--- src/rtl/cipher_tx_sequencer_if.sv ---
// rtl/cipher_tx_sequencer_if.sv - buffer and UART sender handshake bundle for cipher_tx_sequencer
//
// Purpose: groups the message/key buffer read ports, the result buffer write
//          port and the UART_Sender Send/Busy handshake into one bundle.
// Signals:
//   Data_Addr / Data_In  message buffer read (Data_In valid 1 cycle after address)
//   Key_Addr  / Key_In   key buffer read (Key_In valid 1 cycle after address)
//   Res_We / Res_Addr / Res_Data   result buffer write port
//   Tx_Data / Tx_Send / Tx_Busy    UART_Sender handshake
// Modports: master = sequencer side, slave = buffers/sender side.

interface cipher_tx_sequencer_if #(
    parameter int ADDR_W = 8
);
    logic [ADDR_W-1:0] Data_Addr;
    logic [7:0]        Data_In;
    logic [ADDR_W-1:0] Key_Addr;
    logic [7:0]        Key_In;
    logic              Res_We;
    logic [ADDR_W-1:0] Res_Addr;
    logic [7:0]        Res_Data;
    logic [7:0]        Tx_Data;
    logic              Tx_Send;
    logic              Tx_Busy;

    modport master (
        output Data_Addr, Key_Addr, Res_We, Res_Addr, Res_Data, Tx_Data, Tx_Send,
        input  Data_In, Key_In, Tx_Busy
    );

    modport slave (
        input  Data_Addr, Key_Addr, Res_We, Res_Addr, Res_Data, Tx_Data, Tx_Send,
        output Data_In, Key_In, Tx_Busy
    );
endinterface

--- src/rtl/cipher_tx_sequencer.sv ---
// rtl/cipher_tx_sequencer.sv - one-pass XOR cipher sequencer feeding UART_Sender
//
// Purpose: on an accepted Start, walks the message buffer once, XORs each byte
//          with the cyclic key byte, writes the ciphertext to the result buffer
//          and transmits it through the UART_Sender Send/Busy handshake.
// Ports:
//   Clk_100M  system clock
//   Reset     synchronous active-high reset
//   Start     level start request, sampled only in IDLE
//   Abort     synchronous return to IDLE (below Reset, above everything else)
//   Data_Len  message length, latched on an accepted Start
//   Key_Len   key length, latched on an accepted Start
//   bus       buffer ports and sender handshake (cipher_tx_sequencer_if.master)
//   Busy      high whenever not IDLE
//   Done      one-cycle pulse after the last frame has left the sender
//   Err       sticky length error, cleared by the next accepted Start
// Optional feature: CIPHER_TX_HEADER_EN - when defined, the latched Data_Len is
//   sent as a header frame before the ciphertext frames.

module cipher_tx_sequencer #(
    parameter int DATA_DEPTH = 100,
    parameter int KEY_DEPTH  = 3,
    parameter int ADDR_W     = 8
) (
    input  logic                  Clk_100M,
    input  logic                  Reset,
    input  logic                  Start,
    input  logic                  Abort,
    input  logic [7:0]            Data_Len,
    input  logic [7:0]            Key_Len,
    cipher_tx_sequencer_if.master bus,
    output logic                  Busy,
    output logic                  Done,
    output logic                  Err
);

    localparam logic [7:0] DATA_MAX = 8'(DATA_DEPTH);
    localparam logic [7:0] KEY_MAX  = 8'(KEY_DEPTH);

    typedef enum logic [2:0] {
        S_IDLE,
        S_RD,
        S_XOR,
        S_SEND,
        S_WAIT_HI,
        S_WAIT_LO,
        S_NEXT,
        S_DONE
    } state_t;

    state_t     state, stateNext;
    logic [7:0] idx, idxNext;
    logic [7:0] kidx, kidxNext;
    logic [7:0] dataLenQ, dataLenNext;
    logic [7:0] keyLenQ, keyLenNext;
    logic [7:0] txData, txDataNext;
    logic       txSend, txSendNext;
    logic       err, errNext;
    logic       resWe;
    logic [7:0] resData;
    logic       doneOut;
    logic       lenBad;
    logic [7:0] cipherByte;
`ifdef CIPHER_TX_HEADER_EN
    // Set while the current SEND/WAIT_HI/WAIT_LO round carries the length header.
    logic       hdrPhase, hdrNext;
`endif

    assign lenBad = (Data_Len == 8'd0) || (Key_Len == 8'd0) ||
                    (Data_Len > DATA_MAX) || (Key_Len > KEY_MAX);
    assign cipherByte = bus.Data_In ^ bus.Key_In;

    always_ff @(posedge Clk_100M) begin
        if (Reset) begin
            state    <= S_IDLE;
            idx      <= 8'd0;
            kidx     <= 8'd0;
            dataLenQ <= 8'd0;
            keyLenQ  <= 8'd0;
            txData   <= 8'd0;
            txSend   <= 1'b0;
            err      <= 1'b0;
`ifdef CIPHER_TX_HEADER_EN
            hdrPhase <= 1'b0;
`endif
        end else begin
            state    <= stateNext;
            idx      <= idxNext;
            kidx     <= kidxNext;
            dataLenQ <= dataLenNext;
            keyLenQ  <= keyLenNext;
            txData   <= txDataNext;
            txSend   <= txSendNext;
            err      <= errNext;
`ifdef CIPHER_TX_HEADER_EN
            hdrPhase <= hdrNext;
`endif
        end
    end

    always_comb begin
        stateNext   = state;
        idxNext     = idx;
        kidxNext    = kidx;
        dataLenNext = dataLenQ;
        keyLenNext  = keyLenQ;
        txDataNext  = txData;
        txSendNext  = txSend;
        errNext     = err;
        resWe       = 1'b0;
        resData     = 8'd0;
        doneOut     = 1'b0;
`ifdef CIPHER_TX_HEADER_EN
        hdrNext     = hdrPhase;
`endif
        if (Abort) begin
            // A frame already taken by the sender finishes on its own; no wait here.
            stateNext  = S_IDLE;
            txSendNext = 1'b0;
`ifdef CIPHER_TX_HEADER_EN
            hdrNext    = 1'b0;
`endif
        end else begin
            case (state)
                S_IDLE: begin
                    if (Start) begin
                        if (lenBad) begin
                            errNext = 1'b1;
                        end else begin
                            errNext     = 1'b0;
                            dataLenNext = Data_Len;
                            keyLenNext  = Key_Len;
                            idxNext     = 8'd0;
                            kidxNext    = 8'd0;
`ifdef CIPHER_TX_HEADER_EN
                            txDataNext  = Data_Len;
                            hdrNext     = 1'b1;
                            stateNext   = S_SEND;
`else
                            stateNext   = S_RD;
`endif
                        end
                    end
                end
                // Buffer addresses are already idx/kidx; this cycle covers read latency.
                S_RD: stateNext = S_XOR;
                S_XOR: begin
                    resWe      = 1'b1;
                    resData    = cipherByte;
                    txDataNext = cipherByte;
                    stateNext  = S_SEND;
                end
                S_SEND: begin
                    txSendNext = 1'b1;
                    stateNext  = S_WAIT_HI;
                end
                S_WAIT_HI: begin
                    if (bus.Tx_Busy) begin
                        txSendNext = 1'b0;
                        stateNext  = S_WAIT_LO;
                    end
                end
                S_WAIT_LO: begin
                    if (!bus.Tx_Busy) begin
`ifdef CIPHER_TX_HEADER_EN
                        if (hdrPhase) begin
                            hdrNext   = 1'b0;
                            stateNext = S_RD;
                        end else begin
                            stateNext = S_NEXT;
                        end
`else
                        stateNext = S_NEXT;
`endif
                    end
                end
                S_NEXT: begin
                    if (idx == dataLenQ - 8'd1) begin
                        stateNext = S_DONE;
                    end else begin
                        idxNext   = idx + 8'd1;
                        kidxNext  = (kidx == keyLenQ - 8'd1) ? 8'd0 : kidx + 8'd1;
                        stateNext = S_RD;
                    end
                end
                S_DONE: begin
                    doneOut   = 1'b1;
                    stateNext = S_IDLE;
                end
                default: stateNext = S_IDLE;
            endcase
        end
    end

    assign bus.Data_Addr = ADDR_W'(idx);
    assign bus.Res_Addr  = ADDR_W'(idx);
    assign bus.Key_Addr  = ADDR_W'(kidx);
    assign bus.Res_We    = resWe;
    assign bus.Res_Data  = resData;
    assign bus.Tx_Data   = txData;
    assign bus.Tx_Send   = txSend;
    assign Busy          = (state != S_IDLE);
    assign Done          = doneOut;
    assign Err           = err;

endmodule

--- src/flat_wrapper.sv ---
// flat-port wrapper written by rule: the top's interface ports become plain ports
module cipher_tx_sequencer_flat 
#(
    parameter int DATA_DEPTH = 100,
    parameter int KEY_DEPTH  = 3,
    parameter int ADDR_W     = 8
)
  (Clk_100M, Reset, Start, Abort, Data_Len, Key_Len, Busy, Done, Err, bus_Data_Addr, bus_Key_Addr, bus_Res_We, bus_Res_Addr, bus_Res_Data, bus_Tx_Data, bus_Tx_Send, bus_Data_In, bus_Key_In, bus_Tx_Busy);
  cipher_tx_sequencer_if #(.ADDR_W(ADDR_W)) bus_i ();
  input  logic Clk_100M;
  input  logic Reset;
  input  logic Start;
  input  logic Abort;
  input  logic [7:0] Data_Len;
  input  logic [7:0] Key_Len;
  output logic Busy;
  output logic Done;
  output logic Err;
  output wire logic [$bits(bus_i.Data_Addr)-1:0] bus_Data_Addr;
  output wire logic [$bits(bus_i.Key_Addr)-1:0] bus_Key_Addr;
  output wire logic [$bits(bus_i.Res_We)-1:0] bus_Res_We;
  output wire logic [$bits(bus_i.Res_Addr)-1:0] bus_Res_Addr;
  output wire logic [$bits(bus_i.Res_Data)-1:0] bus_Res_Data;
  output wire logic [$bits(bus_i.Tx_Data)-1:0] bus_Tx_Data;
  output wire logic [$bits(bus_i.Tx_Send)-1:0] bus_Tx_Send;
  input wire logic [$bits(bus_i.Data_In)-1:0] bus_Data_In;
  input wire logic [$bits(bus_i.Key_In)-1:0] bus_Key_In;
  input wire logic [$bits(bus_i.Tx_Busy)-1:0] bus_Tx_Busy;
  assign bus_Data_Addr = bus_i.Data_Addr;
  assign bus_Key_Addr = bus_i.Key_Addr;
  assign bus_Res_We = bus_i.Res_We;
  assign bus_Res_Addr = bus_i.Res_Addr;
  assign bus_Res_Data = bus_i.Res_Data;
  assign bus_Tx_Data = bus_i.Tx_Data;
  assign bus_Tx_Send = bus_i.Tx_Send;
  assign bus_i.Data_In = bus_Data_In;
  assign bus_i.Key_In = bus_Key_In;
  assign bus_i.Tx_Busy = bus_Tx_Busy;
  cipher_tx_sequencer #(.DATA_DEPTH(DATA_DEPTH), .KEY_DEPTH(KEY_DEPTH), .ADDR_W(ADDR_W)) u_core (.Clk_100M(Clk_100M), .Reset(Reset), .Start(Start), .Abort(Abort), .Data_Len(Data_Len), .Key_Len(Key_Len), .bus(bus_i), .Busy(Busy), .Done(Done), .Err(Err));
endmodule
--- config.mk ---
export PLATFORM = sky130hd
export DESIGN_NAME = cipher_tx_sequencer_flat
export DESIGN_NICKNAME = d
export VERILOG_FILES = /design/src/rtl/cipher_tx_sequencer_if.sv /design/src/rtl/cipher_tx_sequencer.sv /design/src/flat_wrapper.sv
export SDC_FILE = /design/constraint.sdc
export NUM_CORES = 1
export LEC_CHECK = 0
export ABC_AREA = 1
export CORE_ASPECT_RATIO = 2
export CORE_MARGIN = 1.5
export CORE_UTILIZATION = 25
export DETAILED_ROUTE_END_ITERATION = 7
export PLACE_DENSITY = 0.47
export SYNTH_ARGS = -nofsm -noshare
export SYNTH_HDL_FRONTEND = slang
export SYNTH_SLANG_ARGS = --single-unit
--- constraint.sdc ---
create_clock -name Clk_100M -period 2.5 [get_ports Clk_100M]
set_clock_uncertainty 0.1 [all_clocks]
set_input_delay 0.5 -clock Clk_100M [delete_from_list [all_inputs] [get_ports Clk_100M]]
set_output_delay 0.5 -clock Clk_100M [all_outputs]
set_load 0.1 [all_outputs]
## After elaboration in Yosys (flattened, before gate mapping)

Index checks and enable logic that the tools add are counted.

- Add/subtract/negate cells: 4
- Magnitude comparators: 2
- Eq/ne operators: 14
- Muxes and demuxes: 22
- Bitwise operators: 3
- Reductions and logical operators: 16

Operators by type and width:

| operator | count |
|---|---|
| 8-bit two-way mux | 7 |
| 8-bit one-hot mux with 2 select lines | 2 |
| 3-bit one-hot mux with 8 select lines | 1 |
| 8-bit by 1-bit adder with 8-bit output, second input constant | 2 |
| 8-bit == test | 2 |
| 8-bit zero test | 2 |
| 8-bit by 1-bit subtractor with 8-bit output, second input constant | 2 |
| 3-bit two-way mux | 5 |
| 3-bit == test, second input constant | 4 |
| 2-bit != test, second input constant | 5 |
| 8-bit by 2-bit greater-than comparator with 1-bit output, second input constant | 1 |
| 8-bit by 7-bit greater-than comparator with 1-bit output, second input constant | 1 |
| 4-bit AND reduction | 2 |
| 8-bit XOR | 1 |
| 3-bit by 2-bit == test with 1-bit output, second input constant | 2 |
| 1-bit two-way mux | 6 |
| 5-bit AND reduction | 1 |
| 2-bit AND reduction | 2 |
| 2-bit nonzero test | 2 |
| 3-bit by 1-bit == test with 1-bit output, second input constant | 1 |
| 3-bit zero test | 1 |
| 1-bit logical OR | 3 |
| 3-bit AND reduction | 1 |
| 3-bit nonzero test | 1 |
| 3 further kinds | 4 |

- Register bits after elaboration: 45
- Input port bits: 37
- Output and inout bits: 45
- Word-level logic and storage cells: 69

## Logic depth before layout (Yosys ltp)

Gate-level depths: netlist of run 1.

- Depth in word-level cells: 7
- Gate-level depth with buffers: 16
- Mapped depth without buffers: 16

## Worst setup path before layout of run 1

Ideal clock, no wire load.

- Path kind: input to output
- Start: in Abort
- End: out Done
- Data arrival time: 3447 ps
- Data required time: 1900 ps
- Setup slack: -1547 ps
- Stages: 1
- Buffers on the path: 0
- Cell sequence: nor4_1

- Cells in the longest elaborated chain, start to end: 1

Ends and longest elaborated chain:

| item | RTL line | source |
|---|---|---|
| from (decl) | flat_wrapper.sv:13 | `input logic Abort;` |
| 1-bit two-way mux | cipher_tx_sequencer.sv:116 | `if (Abort) begin` |
| to (decl) | flat_wrapper.sv:17 | `output logic Done;` |

No other way between the ends.

## Worst setup path in the final report of run 1

- Start: reg u_core.state[0]
- End: out bus_Res_Data[0]

- Cells in the longest elaborated chain, start to end: 3

Ends and longest elaborated chain:

| item | RTL line | source |
|---|---|---|
| from (decl) | cipher_tx_sequencer.sv:51 | `state_t state, stateNext;` |
| from (signal assigned) | cipher_tx_sequencer.sv:87 | `state <= stateNext;` |
| 3-bit by 2-bit == test with 1-bit output | cipher_tx_sequencer.sv:124 | `case (state)` |
| 8-bit two-way mux | cipher_tx_sequencer.sv:124 |  |
| 8-bit two-way mux | cipher_tx_sequencer.sv:116 |  |
| to (decl) | flat_wrapper.sv:23 | `output wire logic [$bits(bus_i.Res_Data)-1:0] bus_Res_Data;` |

No other way between the ends.

==> out/qor.yml, run 1 <==
run_status:
  status: "finished, final reports clean"
route:
  vias_per_cell: 4.568
  drt-total-wl_mm: 9.833
  ant_nets: 0
  drc: 0
  wl_per_cell_um: 13.47
  first_pass_iters: 4
  vias: 3335
  drt-initial-drc-count: 125
yosys:
  synth.distinct_cells: 34
  ys_seq_elements: 45
  synth_cells: 503
  ys_seq_area_share_pct: 28.95
  syn_avg_cell_area_um2: 6.186
  async_flop_share_pct: 0
  syn_nets: 544
  synth-main-ff-cell: "dfxtp_1"
  synth-edff-count: 0
  synth_warnings: 0
  synthesis.area_um2: 3112
worst_setup_path:
  path_max_fanout: 10
  crit_start: "u_core.state[0]"
  slowest_delay_ns: 0.34
  start_kind: "flop"
  arrival_ns: 1.76
  critPathBufInv: 4
  critPathTopFamily: "simple AND/OR/NAND/NOR gates"
  crit_chain: "inv_2, nand2_2, nor2_1, inv_1, nor2_4, nand2_1, clkinvlp_4, buf_12"
  required_ns: 1.90
  critPathCaptureType: "primary output"
  critical_path_class: "flop to primary output"
  crit_slowest_cell: "dfxtp_1"
  timing.rr.start: "u_core.keyLenQ[0]"
cells_and_area:
  drive_above_1_share_pct: 17.67
  multi_input_area_um2: 1797
  mostFrequentLayoutCell: "nand2_1"
  nNetsFinal: 623
  area_delta_synth_final_pct: 37.19
  antennaDiodeCount: 0
  layout.area.seq_um2: 902.1
  utilization_pct: 35.21
  final_cell_mix: "nand2_1 (139), inv_1 (69), nor2_1 (58)"
  fill_cells: 1341
global_routing:
  first_global_vias: 3295
  track_usage_pct: 15.73
  grt_first_pass_wirelength_mm: 15.52
  grt.overflow.total: 0
  grt_max_degree: 21
  antenna_found_initial: 0
sta:
  fmax_ghz: 0.4242
  worst_slack_ns: 0.1425
  tns_ns: 0
  slew_headroom_pct: 60.52
  post-route-period-util_pct: 94.30
  worstMarginPinSlew_ns: 0.5915
  drv_slew: 0
  period_needed_ns: 2.358
  hold_violations: 0
  setup_viol: 0
die:
  rows: 57
  fp.dieArea_um2: 13170
  die_h_um: 160.8
  top_level_ports: 82
  dieWidth_um: 81.89
  start_util_pct: 25.67
  coreArea_um2: 12120
pwr:
  ir_drop_v: 0.0002516
  power_density_nw_per_um2: 351.4
  leakage_nw: 1.974
placed_design:
  port_buffers: 81
  dp_slack_ns: -0.05473
  hpwl_mm: 8.299
  globalplace.congestion: 0.9002
run:
  drv_cap: 0
cts:
  cts_tree: "done"
  cts.sinks: 45
  cts_max_level: 2
  cts_buffers: 5
  hold_buffers: 0
  clk_path_buf_depth: 2
  postCtsSetupBuffers: 0
  clk_latency_ns: 0.29
  cts_root_buffer: "clkbuf_16"
  clk_pin_slew_ns: 0.06
worst_hold_path:
  hold_path.class: "flop to flop"
  hold_start: "u_core.bus.Tx_Send"
[repair_timing]
action / in CTS / in global routing
hold endpoints to repair: 0 / 0
resized for setup: 0 / 2
setup endpoints to repair: 0 / 1
[worst reg2reg max path: cells and delay by family, from the launching register on]
family / cells / cell delay [ns]
and+or+nand+nor: 11 / 1.20
adders and majority gates: 1 / 0.23
DFF: 1 / 0.33
buffers and inverters: 2 / 0.22
[cell families (layout without fill, tap and decap cells)]
| logic type | count (synthesis) | after routing | share of synthesized area, % |
|---|---|---|---|
| AOI/OAI and AO/OA | 45 | 45 | 8.122 |
| xor gates and xnor gates | 24 | 24 | 6.755 |
| adders and majority gates | 4 | 4 | 1.608 |
| buffers and inverters | 101 | 181 | 14.03 |
| DFF | 45 | 45 | 28.95 |
| and+or+nand+nor | 284 | 284 | 40.53 |
[cell usage after synthesis (2+ instances only)]
| cell | n | area (um^2) |
|---|---|---|
| nor2_1 | 58 | 217.7 |
| inv_1 | 77 | 289.0 |
| a21oi_2 | 6 | 52.55 |
| xor2_1 | 19 | 166.4 |
| nand2_2 | 7 | 43.79 |
| dfxtp_1 | 45 | 900.9 |
| buf_2 | 3 | 15.01 |
| nand3_2 | 2 | 20.02 |
| nand4_1 | 2 | 12.51 |
| nand2_1 | 140 | 525.5 |
| inv_2 | 2 | 7.510 |
| nor2_4 | 4 | 45.04 |
| nand3_1 | 54 | 270.3 |
| nor3_1 | 5 | 25.02 |
| and2_1 | 2 | 12.51 |
| buf_4 | 9 | 67.56 |
| ha_1 | 4 | 50.05 |
| a21oi_1 | 24 | 120.1 |
| xnor2_1 | 5 | 43.79 |
| o21ai_0 | 13 | 65.06 |
| or2_2 | 2 | 12.51 |
| nor3b_1 | 3 | 22.52 |
| clkbuf_1 | 6 | 22.52 |
[stage by stage]
| stage | hold slack (ns) | total power, mW | cells | area, um^2 |
|---|---|---|---|---|
| after floorplan | 0.3448 | 0.7818 | 503 | 3162 |
| after global placement | 0.3519 | 0.8610 | 722 | 4126 |
| after detailed placement | 0.3549 | 0.8617 | 722 | 4126 |
| after CTS | 0.3681 | 1.525 | 730 | 4265 |
| after global routing | 0.3786 | 1.560 | 730 | 4269 |
| final | 0.3623 | 1.500 | 730 | 4269 |
[final timing paths]
kind / to / slack [ns] / cells after the start
worst min-delay path: u_core.bus.Tx_Send / 0.36 / 2
worst min register to register: u_core.bus.Tx_Send / 0.36 / 2
worst max register to register: u_core.bus.Key_Addr[2] / 0.37 / 14
worst max-delay path: bus_Res_Data[0] / 0.14 / 8
[cell type report]
cell class / count / share of cell area [%]
timing repair buffer: 94 / 21.57
clock inverter: 2 / 0.2345
multi-input combinational: 357 / 42.09
clock buffer: 6 / 3.019
inverter: 79 / 7.649
tap: 147 / 4.308
sequential: 45 / 21.13
[metal layers]
layer	vias to the layer above	global-route usage, %	wire [um]	share of wire (%)
met5	-	0	0	0
met4	0	8.860	501	5.1
met3	27	2.727	416	4.2
met2	106	32.23	5817	59
met1	1500	12.68	3097	31
li1	1702	-	-	-
[flip-flops by register name, summed over array words and instances, names as in the netlist]
name,flops
u_core.keyLenQ,8
u_core.state,3
u_core.dataLenQ,8
u_core.bus.Tx_Data,8
u_core.Err,1
u_core.bus.Tx_Send,1
u_core.bus.Data_Addr,8
u_core.bus.Key_Addr,8
[where the power goes]
part	total [mW]	switching, mW	internal, mW
Combinational	0.125	0.0571	0.0678
Sequential	0.719	0.00108	0.718
Clock	0.656	0.288	0.368
Power figures use the tool's default switching activity.
==> inputs of run 2 (changes only) <==
clock period = 2.6 ns   (was 2.5 ns; I/O delays follow)
==> out/qor.yml, run 2 (same netlist as run 1, synthesis figures left out) <==
placed_design:
  hpwl_mm: 8.227  # -0.87%
  placed_area_um2: 4089  # -0.91%
  globalplace.congestion: 0.8530  # -5.2%
  port_buffers: 81  # unchanged
  placedCellCount: 717  # -0.69%
pwr:
  ir_drop_v: 0.0002632  # +4.6%
  finalPower_mw: 1.524  # +1.6%
  leakage_nw: 1.963  # -0.55%
  power_density_nw_per_um2: 357.8  # +1.8%
cts:
  hold_buffers: 0  # unchanged
  clk_latency_ns: 0.29  # about the same
  cts_tree: "done"
  clk_path_buf_depth: 2  # unchanged
  cts_buffers: 5  # unchanged
  cts.sinks: 45  # unchanged
  cts_root_buffer: "clkbuf_16"
  cts_max_level: 2  # unchanged
  clk_pin_slew_ns: 0.06  # about the same
global_routing:
  grt_first_pass_wirelength_mm: 16.01  # +3.2%
  track_usage_pct: 16.24  # +0.52 points
  antenna_found_initial: 0  # unchanged
  grt_max_degree: 19  # -9.5%
  first_global_vias: 3341  # +1.4%
  grt.overflow.total: 0  # unchanged
run_status:
  status: "finished, final reports clean"
worst_setup_path:
  critPathCaptureType: "primary output"
  arrival_ns: 1.84  # +0.08 ns
  required_ns: 1.98  # +0.08 ns
  start_kind: "flop"
  path_max_fanout: 10  # unchanged
  r2r_slack_ns: 0.38  # about the same
  critical_path_class: "flop to primary output"
sta:
  post-route-period-util_pct: 94.62
  drv_slew: 0  # unchanged
  tns_ns: 0  # unchanged
  rsz0062_at_grt: "yes"
  fmax_ghz: 0.4065
  worstMarginPinSlew_ns: 0.4614  # -0.1301 ns
  slew_headroom_pct: 69.16  # +8.6 points
  hold_violations: 0  # unchanged
  period_needed_ns: 2.460
  setup_viol: 0  # unchanged
die:
  die_h_um: 160.8  # unchanged
  fp.dieArea_um2: 13170  # unchanged
  start_util_pct: 25.67  # unchanged
  rows: 57  # unchanged
  dieWidth_um: 81.89  # unchanged
  coreArea_um2: 12120  # unchanged
  top_level_ports: 82  # unchanged
route:
  vias: 3243  # -2.8%
  drc: 0  # unchanged
  vias_per_cell: 4.473  # -2.1%
  drt-initial-drc-count: 81  # -35%
  drt-total-wl_mm: 9.795  # -0.39%
  first_pass_iters: 4  # unchanged
  ant_nets: 0  # unchanged
  wl_per_cell_um: 13.51  # +0.30%
run:
  drv_cap: 0  # unchanged
cells_and_area:
  postLayoutCellArea_um2: 4260  # -0.20%
  final_cell_count_no_fill: 725  # -0.68%
  final_cell_mix: "nand2_1 (139), inv_1 (69), nor2_1 (58)"
  nNetsFinal: 619  # -0.64%
  antennaDiodeCount: 0  # unchanged
  drive_above_1_share_pct: 17.13  # -0.54 points
  mostFrequentLayoutCell: "nand2_1"
  utilization_pct: 35.14  # -0.072 points
  area_delta_synth_final_pct: 36.91
  fill_cells: 1369  # +2.1%
worst_hold_path:
  hold_path.class: "flop to flop"
[run 2: changes by cell type in the layout (fill, tap and decap cells not counted)]
cell and delta:
bufinv_16 +1, buf_4 -4, clkinv_2 -1, clkbuf_1 -1
[run 2: critical path, stage by stage, from the launching register on]
cell        delay (ns)
dfxtp_1           0.35
inv_2             0.11
nand2_2           0.10
nor2_1            0.18
inv_1             0.10
nor2_4            0.25
nand2_1           0.16
clkinvlp_4        0.12
buf_12            0.17
[run 2: worst paths after layout]
path	depth (start not counted)	from	to
setup / recovery	8	u_core.state[0]	bus_Res_Data[5]
hold / removal	2	u_core.bus.Tx_Send	u_core.bus.Tx_Send
setup reg to reg	14	u_core.dataLenQ[0]	u_core.bus.Key_Addr[5]
hold reg to reg	2	u_core.bus.Tx_Send	u_core.bus.Tx_Send
[run 2: timing repair]
item / 4_1_cts / 5_1_grt
buffers inserted: 0 / 1
endpoints found under the setup margin: 0 / 7
gates resized for setup: 0 / 2
[run 2: routing by layer]
metal	vias up	wire, um	GRT usage [%]
met4	0	367	7.858
met1	1454	3148	14.14
li1	1691	-	-
met5	-	0	0
met2	79	5913	32.79
met3	19	365	2.841
[run 2: layout make-up]
class,instances,area [um^2],share of cell area [%]
multi-input cells,357,1797,42.17
clock buffers,5,125.1,2.937
clock inverters,2,35.03,0.8223
repair buffers,90,890.9,20.91
flip-flops and latches,45,902.1,21.17
inverters,79,326.6,7.665
well taps,147,183.9,4.317
[run 2: power by group]
| group | switching (mW) | internal [mW] |
|---|---|---|
| combinational | 0.0540 | 0.0651 |
| clock | 0.267 | 0.446 |
| sequential | 0.00101 | 0.691 |
| total | 0.322 | 1.20 |
[run 2: stage by stage]
step	setup slack, ns	hold WS [ns]
floorplan	0.09430	0.3448
global placement	0.07816	0.3496
detailed placement	0.03057	0.3575
CTS	0.06078	0.3667
global route	-0.007690	0.3848
finish	0.1398	0.3632
